### config.mk
export PLATFORM = sky130hd
export DESIGN_NAME = vec_mem_sequencer_flat
export DESIGN_NICKNAME = d
export VERILOG_FILES = /design/src/rtl/vec_mem_sequencer_if.sv /design/src/rtl/vec_mem_sequencer.sv /design/src/flat_wrapper.sv
export SDC_FILE = /design/constraint.sdc
export NUM_CORES = 2
export LEC_CHECK = 0
export ABC_AREA = 0
export BUFFER_PORTS_ARGS = -buffer_cell sky130_fd_sc_hd__buf_2
export CORE_AREA = 10 10 636 638
export DETAILED_ROUTE_END_ITERATION = 10
export DIE_AREA = 0 0 646 648
export GPL_ROUTABILITY_DRIVEN = 0
export PLACE_DENSITY = 0.46
export SYNTH_ARGS = -nofsm -noshare
export SYNTH_HDL_FRONTEND = slang
export SYNTH_SLANG_ARGS = --single-unit
### constraint.sdc
create_clock -name CLK -period 63.1 [get_ports CLK]
set_input_delay 12.62 -clock CLK [delete_from_list [all_inputs] [get_ports CLK]]
set_output_delay 12.62 -clock CLK [all_outputs]
set_load 0.02 [all_outputs]
### src/rtl/vec_mem_sequencer_if.sv
// rtl/vec_mem_sequencer_if.sv - single-word memory port between the vector sequencer and memory
interface vec_mem_sequencer_if #(
  parameter int AW = 32,
  parameter int DW = 32
);
  logic          mem_req;
  logic          mem_we;
  logic [AW-1:0] mem_addr;
  logic [DW-1:0] mem_wdata;
  logic          mem_ack;
  logic [DW-1:0] mem_rdata;

  modport master (
    output mem_req, mem_we, mem_addr, mem_wdata,
    input  mem_ack, mem_rdata
  );

  modport slave (
    input  mem_req, mem_we, mem_addr, mem_wdata,
    output mem_ack, mem_rdata
  );
endinterface

### src/rtl/vec_mem_sequencer.sv
// rtl/vec_mem_sequencer.sv - serialises vector load/store lanes onto one memory port
module vec_mem_sequencer #(
  parameter int LANES = 16,
  parameter int DW    = 32,
  parameter int AW    = 32
) (
  input  logic                CLK,
  input  logic                RST,
  input  logic                MemWriteM,
  input  logic                MemtoRegM,
  input  logic [LANES*DW-1:0] ALUResultM,
  input  logic [LANES*DW-1:0] WriteDataM,
  output logic                StallM,
  output logic [LANES*DW-1:0] ReadDataM,
  output logic                ReadValidM,
  vec_mem_sequencer_if.master mem
);
  localparam int LW = $clog2(LANES);
  localparam logic [LW-1:0] LAST_LANE = LW'(LANES - 1);

  typedef enum logic [1:0] {IDLE, ACCESS, DONE} state_t;

  state_t        state;
  state_t        nextState;
  logic [LW-1:0] lane;
  logic          opWrite;
  logic [AW-1:0] addrBuf  [LANES];
  logic [DW-1:0] wdataBuf [LANES];

  logic trigger;
  logic lastLane;
  logic laneDone;

  // Store wins when both op flags are set, so only MemWriteM decides the latched op.
  assign trigger  = MemWriteM | MemtoRegM;
  assign lastLane = (lane == LAST_LANE);
  assign laneDone = (state == ACCESS) && mem.mem_ack;

  // State register; reset abandons any partial vector immediately.
  always_ff @(posedge CLK or posedge RST) begin
    if (RST) state <= IDLE;
    else     state <= nextState;
  end

  // Next state: DONE always returns to IDLE so the held M-stage op is not re-accepted.
  always_comb begin
    nextState = state;
    case (state)
      IDLE:    if (trigger) nextState = ACCESS;
      ACCESS:  if (mem.mem_ack && lastLane) nextState = DONE;
      DONE:    nextState = IDLE;
      default: nextState = IDLE;
    endcase
  end

  // Operand latching, lane stepping and load-data gathering.
  always_ff @(posedge CLK or posedge RST) begin
    if (RST) begin
      lane      <= '0;
      opWrite   <= 1'b0;
      ReadDataM <= '0;
      for (int i = 0; i < LANES; i++) begin
        addrBuf[i]  <= '0;
        wdataBuf[i] <= '0;
      end
    end else begin
      if (state == IDLE && trigger) begin
        lane    <= '0;
        opWrite <= MemWriteM;
        for (int i = 0; i < LANES; i++) begin
          addrBuf[i]  <= ALUResultM[i*DW +: AW];
          wdataBuf[i] <= WriteDataM[i*DW +: DW];
        end
      end
      if (laneDone) begin
        if (!opWrite) ReadDataM[int'(lane)*DW +: DW] <= mem.mem_rdata;
        if (!lastLane) lane <= lane + LW'(1);
      end
    end
  end

  // Outputs: stall starts combinationally on trigger and ends when DONE is reached.
  always_comb begin
    StallM        = 1'b0;
    ReadValidM    = 1'b0;
    mem.mem_req   = 1'b0;
    mem.mem_we    = 1'b0;
    mem.mem_addr  = '0;
    mem.mem_wdata = '0;
    case (state)
      IDLE: StallM = trigger & ~RST;
      ACCESS: begin
        StallM        = 1'b1;
        mem.mem_req   = 1'b1;
        mem.mem_we    = opWrite;
        mem.mem_addr  = addrBuf[lane];
        mem.mem_wdata = wdataBuf[lane];
      end
      DONE:    ReadValidM = ~opWrite;
      default: ;
    endcase
  end
endmodule

### src/flat_wrapper.sv
// flat-port wrapper written by rule: the top's interface ports become plain ports
module vec_mem_sequencer_flat 
#(
  parameter int LANES = 16,
  parameter int DW    = 32,
  parameter int AW    = 32
)
  (CLK, RST, MemWriteM, MemtoRegM, ALUResultM, WriteDataM, StallM, ReadDataM, ReadValidM, mem_mem_req, mem_mem_we, mem_mem_addr, mem_mem_wdata, mem_mem_ack, mem_mem_rdata);
  vec_mem_sequencer_if #(.AW(AW), .DW(DW)) mem_i ();
  input  logic CLK;
  input  logic RST;
  input  logic MemWriteM;
  input  logic MemtoRegM;
  input  logic [LANES*DW-1:0] ALUResultM;
  input  logic [LANES*DW-1:0] WriteDataM;
  output logic StallM;
  output logic [LANES*DW-1:0] ReadDataM;
  output logic ReadValidM;
  output wire logic [$bits(mem_i.mem_req)-1:0] mem_mem_req;
  output wire logic [$bits(mem_i.mem_we)-1:0] mem_mem_we;
  output wire logic [$bits(mem_i.mem_addr)-1:0] mem_mem_addr;
  output wire logic [$bits(mem_i.mem_wdata)-1:0] mem_mem_wdata;
  input wire logic [$bits(mem_i.mem_ack)-1:0] mem_mem_ack;
  input wire logic [$bits(mem_i.mem_rdata)-1:0] mem_mem_rdata;
  assign mem_mem_req = mem_i.mem_req;
  assign mem_mem_we = mem_i.mem_we;
  assign mem_mem_addr = mem_i.mem_addr;
  assign mem_mem_wdata = mem_i.mem_wdata;
  assign mem_i.mem_ack = mem_mem_ack;
  assign mem_i.mem_rdata = mem_mem_rdata;
  vec_mem_sequencer #(.LANES(LANES), .DW(DW), .AW(AW)) u_core (.CLK(CLK), .RST(RST), .MemWriteM(MemWriteM), .MemtoRegM(MemtoRegM), .ALUResultM(ALUResultM), .WriteDataM(WriteDataM), .StallM(StallM), .ReadDataM(ReadDataM), .ReadValidM(ReadValidM), .mem(mem_i));
endmodule
Yosys cells after proc, flatten, opt, wreduce, memory -nomap -nowiden --
Index checks and enable logic that the tools add are counted.
Cells by class: equal/unequal tests 5, magnitude comparators 1, reductions and logical operators 6, mux-type cells 19, shifts and indexed selects 2, $add $sub $neg 2, bitwise gates (word level) 5
Operators by type and width (number):
- $bwmux 512 | 1
- $shift 32x33->512 const A | 1
- $shiftx 32x33->512 | 1
- $bmux 32 s4 | 2
- $mux 32 | 6
- $neg 9->33 | 1
- $mux 4 | 3
- $ge 5x5->1 const B | 1
- $not 4->5 | 1
- $add 4x1->4 const B | 1
- $eq 4x4->1 const B | 1
- $mux 2 | 2
- $pmux 2 s2 | 1
- $reduce_and 2->1 | 2
- $logic_and 1x1->1 | 3
- $mux 1 | 3
- $eq 2x1->1 const B | 1
- $eq 2x2->1 const B | 1
- $logic_not 2->1 | 1
- $ne 2x1->1 const B | 1
- $ne 2x2->1 const B | 1
- $not 1->1 | 2
- $pmux 1 s2 | 1
- $and 1x1->1 | 1
- $or 1x1->1 | 1
Storage, ports and cells: word-level logic and storage cells 76, input port bits 1061, register bits after elaboration 1543

Depth between registers and ports, before layout --
depth in word-level cells 5, depth in mapped cells 13, gate-level depth less buffers 7

Least setup slack after synthesis --
No wires, ideal clock.
path kind in2out, from input MemtoRegM, to output StallM, path slack 37427 ps, arrival time 13053 ps, cell stages on the path 4, path through nor2_1 -> nor2_1 -> nor2_1 -> nor2_1
On the way: cells in the longest elaborated chain, start to end 3
Ends and longest elaborated chain:
- start, declared | RTL line flat_wrapper.sv:13 | input logic MemtoRegM;
- $or 1x1->1 | RTL line vec_mem_sequencer.sv:35 | assign trigger = MemWriteM | MemtoRegM;
- $and 1x1->1 | RTL line vec_mem_sequencer.sv:91 | IDLE: StallM = trigger & ~RST;
- $pmux 1 s2 | RTL line vec_mem_sequencer.sv:90 | case (state)
- end, declared | RTL line flat_wrapper.sv:16 | output logic StallM;
No other way between the ends.

Final worst setup path --
Ends and elaborated chain as after synthesis.

==> run summary <==
The run finished with clean final reports. After clock tree synthesis, the clock-pin slew on the worst setup and hold paths is 50 ps. The accumulated negative setup slack came out at 0 ps.

The final count of pins violating max slew is 0. Ranked by total cell area, the synthesized netlist is headed by sky130_fd_sc_hd__dfrtp_1, sky130_fd_sc_hd__nand2_1, sky130_fd_sc_hd__mux4_2, sky130_fd_sc_hd__mux2_2, sky130_fd_sc_hd__mux2i_1. The number of endpoints with negative hold slack in the final report is 0.

The clock latency reported for the late side of the worst-skew pair is 860 ps. After technology mapping, the gate count stands at 6805. Summed over all nets, wire length on met2 after detailed routing comes to 192 mm. Global routing used 17.1% of the available tracks. The critical path launch point type is an input port. The post-synthesis sequential element count is 1543.

The largest voltage drop on the vdd net came out at 0.0390 mV. The number of nets with antenna violations after routing is 0. The largest stage delay on the critical path came out at 580 ps.

After layout, the design draws a total of 5.07 mW. The maximum buffer depth of the clock tree is 4. The clock share of power is 21.5%.

Yosys mapped a number of flops with a built-in enable equal to 0. The clock sink total is 1543. The sum of routed wire length over all layers is 378 mm. The area occupied by multi-input gates is 27600 µm². The total placed cells including tap cells came out at 13.4k. The root buffer cell is sky130_fd_sc_hd__clkbuf_16. For this run, the number of Yosys warnings is 0. Together, buffers and inverters on the worst path number 2. The power density over cell area came out at 57.0 nW/µm². After routing the design area is 89000 µm².

The total global routing overflow is 0. The number of nets produced by synthesis came out at 7871. The number of buffers added by the clock tree synthesis step is 187. Across the run, the number of max-cap violations was 0. The number of unique standard cell types used by synthesis came out at 45. The top cell type by area accounts for 56.5% of the synthesized area. The final design utilization came out at 22.7%.

The topmost layer with routed signal wires is met5. Hold repair after CTS inserted 0 buffers. The area overhead of the layout relative to synthesis came out at 30.2%. The combinational cell fraction of total power is 46.3%. During placement, the flow inserted port buffers numbering 1640. The global-route wire length before repair came out at 500 mm. The floorplan has 230 rows. The number of DRC violations after detailed routing came out at 0.

The total iterations of the first detailed-routing run is 5. Among the stages of the critical path, the cell type that occurs most often is sky130_fd_sc_hd__nor2_1. Counting instances in the post-synthesis netlist gives the leading cell types as sky130_fd_sc_hd__nand2_1, sky130_fd_sc_hd__dfrtp_1, sky130_fd_sc_hd__mux2_2. The slew at the pin with the worst max-slew slack came out at 1340 ps. The standard cell core area came out at 391000 µm². The worst hold path belongs to the class reg -> reg. The critical path class is in -> out. The post-detailed-route via-to-cell ratio came out at 4.07.

The initial standard-cell utilization of the core came out at 17.5%. Traced cell by cell, the critical path runs through buf_2, nor2_1, nor2_1, nor2_1, nor2_1, buf_2. The floorplan die width came out at 646 µm. The routed design could run at a clock period as short as 26820 ps. TritonCTS built the clock tree.

Sequential elements use 56.5% of the synthesized area. sky130_fd_sc_hd__nand2_1 is the most common cell in the netlist. The kind of end point of the critical path is a primary output.

The register area came out at 38600 µm². After detailed routing, the average wire length per cell comes to 27.3 µm. Setup repair after global routing left no endpoint under its margin. The total die area came out at 419000 µm². The number of H-tree levels is 4. Along the worst path, the maximum fanout reaches 3. Gates resized during post-CTS repair numbered 0. The length of routed met3 wiring came out at 23.0 mm. The floorplan step set the die height to 648 µm.

The leakage power summed over all cells came out at 45.8 nW. For this run, the leading register cell type out of synthesis is sky130_fd_sc_hd__dfrtp_1. The layout cell share with drive strength beyond 1 is 32.5%. In this run, flip-flops and latches consume 32.2% of the power.

On the critical path the largest part of the delay comes from simple AND/OR/NAND/NOR gates. The slowest stage of the critical path belongs to the cell sky130_fd_sc_hd__nor2_1. The worst path arrival time came out at 14200 ps. After synthesis, the mean cell area works out to 10.0 µm².

After the flow finishes, the layout carries non-filler instances totaling 13.8k. 1641 I/O pins were placed. The number of global-route vias before repair was 57.0k. The final setup violation count is 0. The initial antenna violation count is 162. In the final design database the tool counted 9408 nets. The violation count after the first detailed-routing iteration is 4105. For the worst setup path, the data required time is 50480 ps. The via total after detailed routing is 56.2k.

Of all flip-flops after synthesis, the portion carrying an async set or reset was 100%. The placed wire-length estimate came out at 294 mm. The net switching power of the design is 2.32 mW. The layout has 43.1k filler cells. The switching part of the total came out at 45.8%. The number of buffers inserted to repair setup after CTS came out at 0. The relative max-transition margin is 9.63%. The maximum frequency from static timing analysis came out at 37.3 MHz. In this run the cell area of the synthesized design comes to 68400 µm². After detailed routing, the wire length on met1 is 149 mm.

Entering global routing, the biggest net connects 186 pins. sky130_fd_sc_hd__dfrtp_1 takes more of the synthesized area than any other cell. In the finished design, the share of the clock period the worst path needs comes to 42.5%. The worst clock skew is 45.0 ps. The cell area after placement is 82700 µm². The cell-internal power is 2.75 mW.
-- per-stage QoR --
stage                     hold slack, ps  setup WS (ps)
after floorplan                      440           6950
after global placement               452          36080
after detailed placement             457          36070
after CTS                            471          36060
after global routing                 483          36140
final                                466          36280
-- power groups by stage --
stage / logic [mW] / registers, mW / clock network (mW)
after global placement: 2.41 / 1.64 / 0
final: 2.35 / 1.63 / 1.09
after CTS: 2.43 / 1.63 / 1.13
after global routing: 2.55 / 1.68 / 1.16
after floorplan: 1.22 / 1.66 / 0
after detailed placement: 2.43 / 1.64 / 0
-- layout by cell type, fill, tap and decap left out, types with 9 or more instances in the layout --
cell	Yosys	routed
sky130_fd_sc_hd__nand2_1	3234	3225
sky130_fd_sc_hd__buf_2	75	1640
sky130_fd_sc_hd__dfrtp_1	1543	1539
sky130_fd_sc_hd__mux2_2	390	390
sky130_fd_sc_hd__nor2_1	335	332
sky130_fd_sc_hd__mux4_2	250	250
sky130_fd_sc_hd__mux2i_1	224	219
sky130_fd_sc_hd__clkbuf_16	0	187
sky130_fd_sc_hd__buf_4	14	137
sky130_fd_sc_hd__inv_1	135	132
sky130_fd_sc_hd__diode_2	0	114
sky130_fd_sc_hd__clkbuf_1	320	53
sky130_fd_sc_hd__o211ai_1	38	38
sky130_fd_sc_hd__and2_1	33	32
sky130_fd_sc_hd__clkbuf_8	0	31
sky130_fd_sc_hd__o22ai_1	30	30
sky130_fd_sc_hd__o21ai_0	27	26
sky130_fd_sc_hd__clkinv_2	0	25
sky130_fd_sc_hd__a21oi_1	23	23
sky130_fd_sc_hd__mux2_1	15	15
sky130_fd_sc_hd__nand3_1	24	13
sky130_fd_sc_hd__nand3_2	0	10
sky130_fd_sc_hd__nand2_2	0	9
sky130_fd_sc_hd__bufinv_16	0	9
-- routing by layer --
layer	vias up	track usage (%)
li1	25100	-
met1	28400	20.4
met2	2033	30.5
met3	607	3.87
met4	48	5.69
met5	-	0
-- layout make-up --
type,instances,share of cell area [%]
Tap cell,5220,7.34
Multi-Input combinational cell,4691,31.1
Antenna cell,114,0.320
Inverter,136,0.586
Timing Repair Buffer,1783,10.5
Sequential cell,1543,43.4
Clock buffer,271,5.96
Clock inverter,61,0.835
-- worst min-delay path: stages, from the launching register on --
cell,delay (ps)
sky130_fd_sc_hd__dfrtp_1,330
sky130_fd_sc_hd__nand2_1,50
sky130_fd_sc_hd__nand2_1,50
-- cells by family after synthesis --
group,count (synthesis),share of synthesized area (%)
multiplexers,879,18.2
XOR/XNOR,2,0.0256
AND/OR/NAND/NOR,3661,20.4
flip-flops,1543,56.5
adder cells (fa/ha/maj),5,0.0915
buffers and inverters,571,3.38
AO/OA/AOI/OAI,144,1.42
-- sequential cells by signal, indices dropped and copies added, names as in the netlist --
name,flops
u_core.ReadDataM,512
u_core.addrBuf,512
u_core.lane,4
u_core.opWrite,1
u_core.state,2
u_core.wdataBuf,512
-- path summary, 6_finish.rpt --
check,from,endpoint,slack (ps),cells after the start
min,u_core.addrBuf[370]$_DFFE_PP0P_,u_core.addrBuf[370]$_DFFE_PP0P_,470,2
min reg2reg,u_core.addrBuf[370]$_DFFE_PP0P_,u_core.addrBuf[370]$_DFFE_PP0P_,470,2
max reg2reg,u_core.state[0]$_DFFE_PP0P_,u_core.addrBuf[43]$_DFFE_PP0P_,56970,11
max in group asynchronous,RST,u_core.addrBuf[447]$_DFFE_PP0P_,45940,8
min in group asynchronous,RST,u_core.ReadDataM[76]$_DFFE_PP0P_,11940,2
max,MemtoRegM,StallM,36280,6
Note: power is estimated with default switching activity, not from simulation.
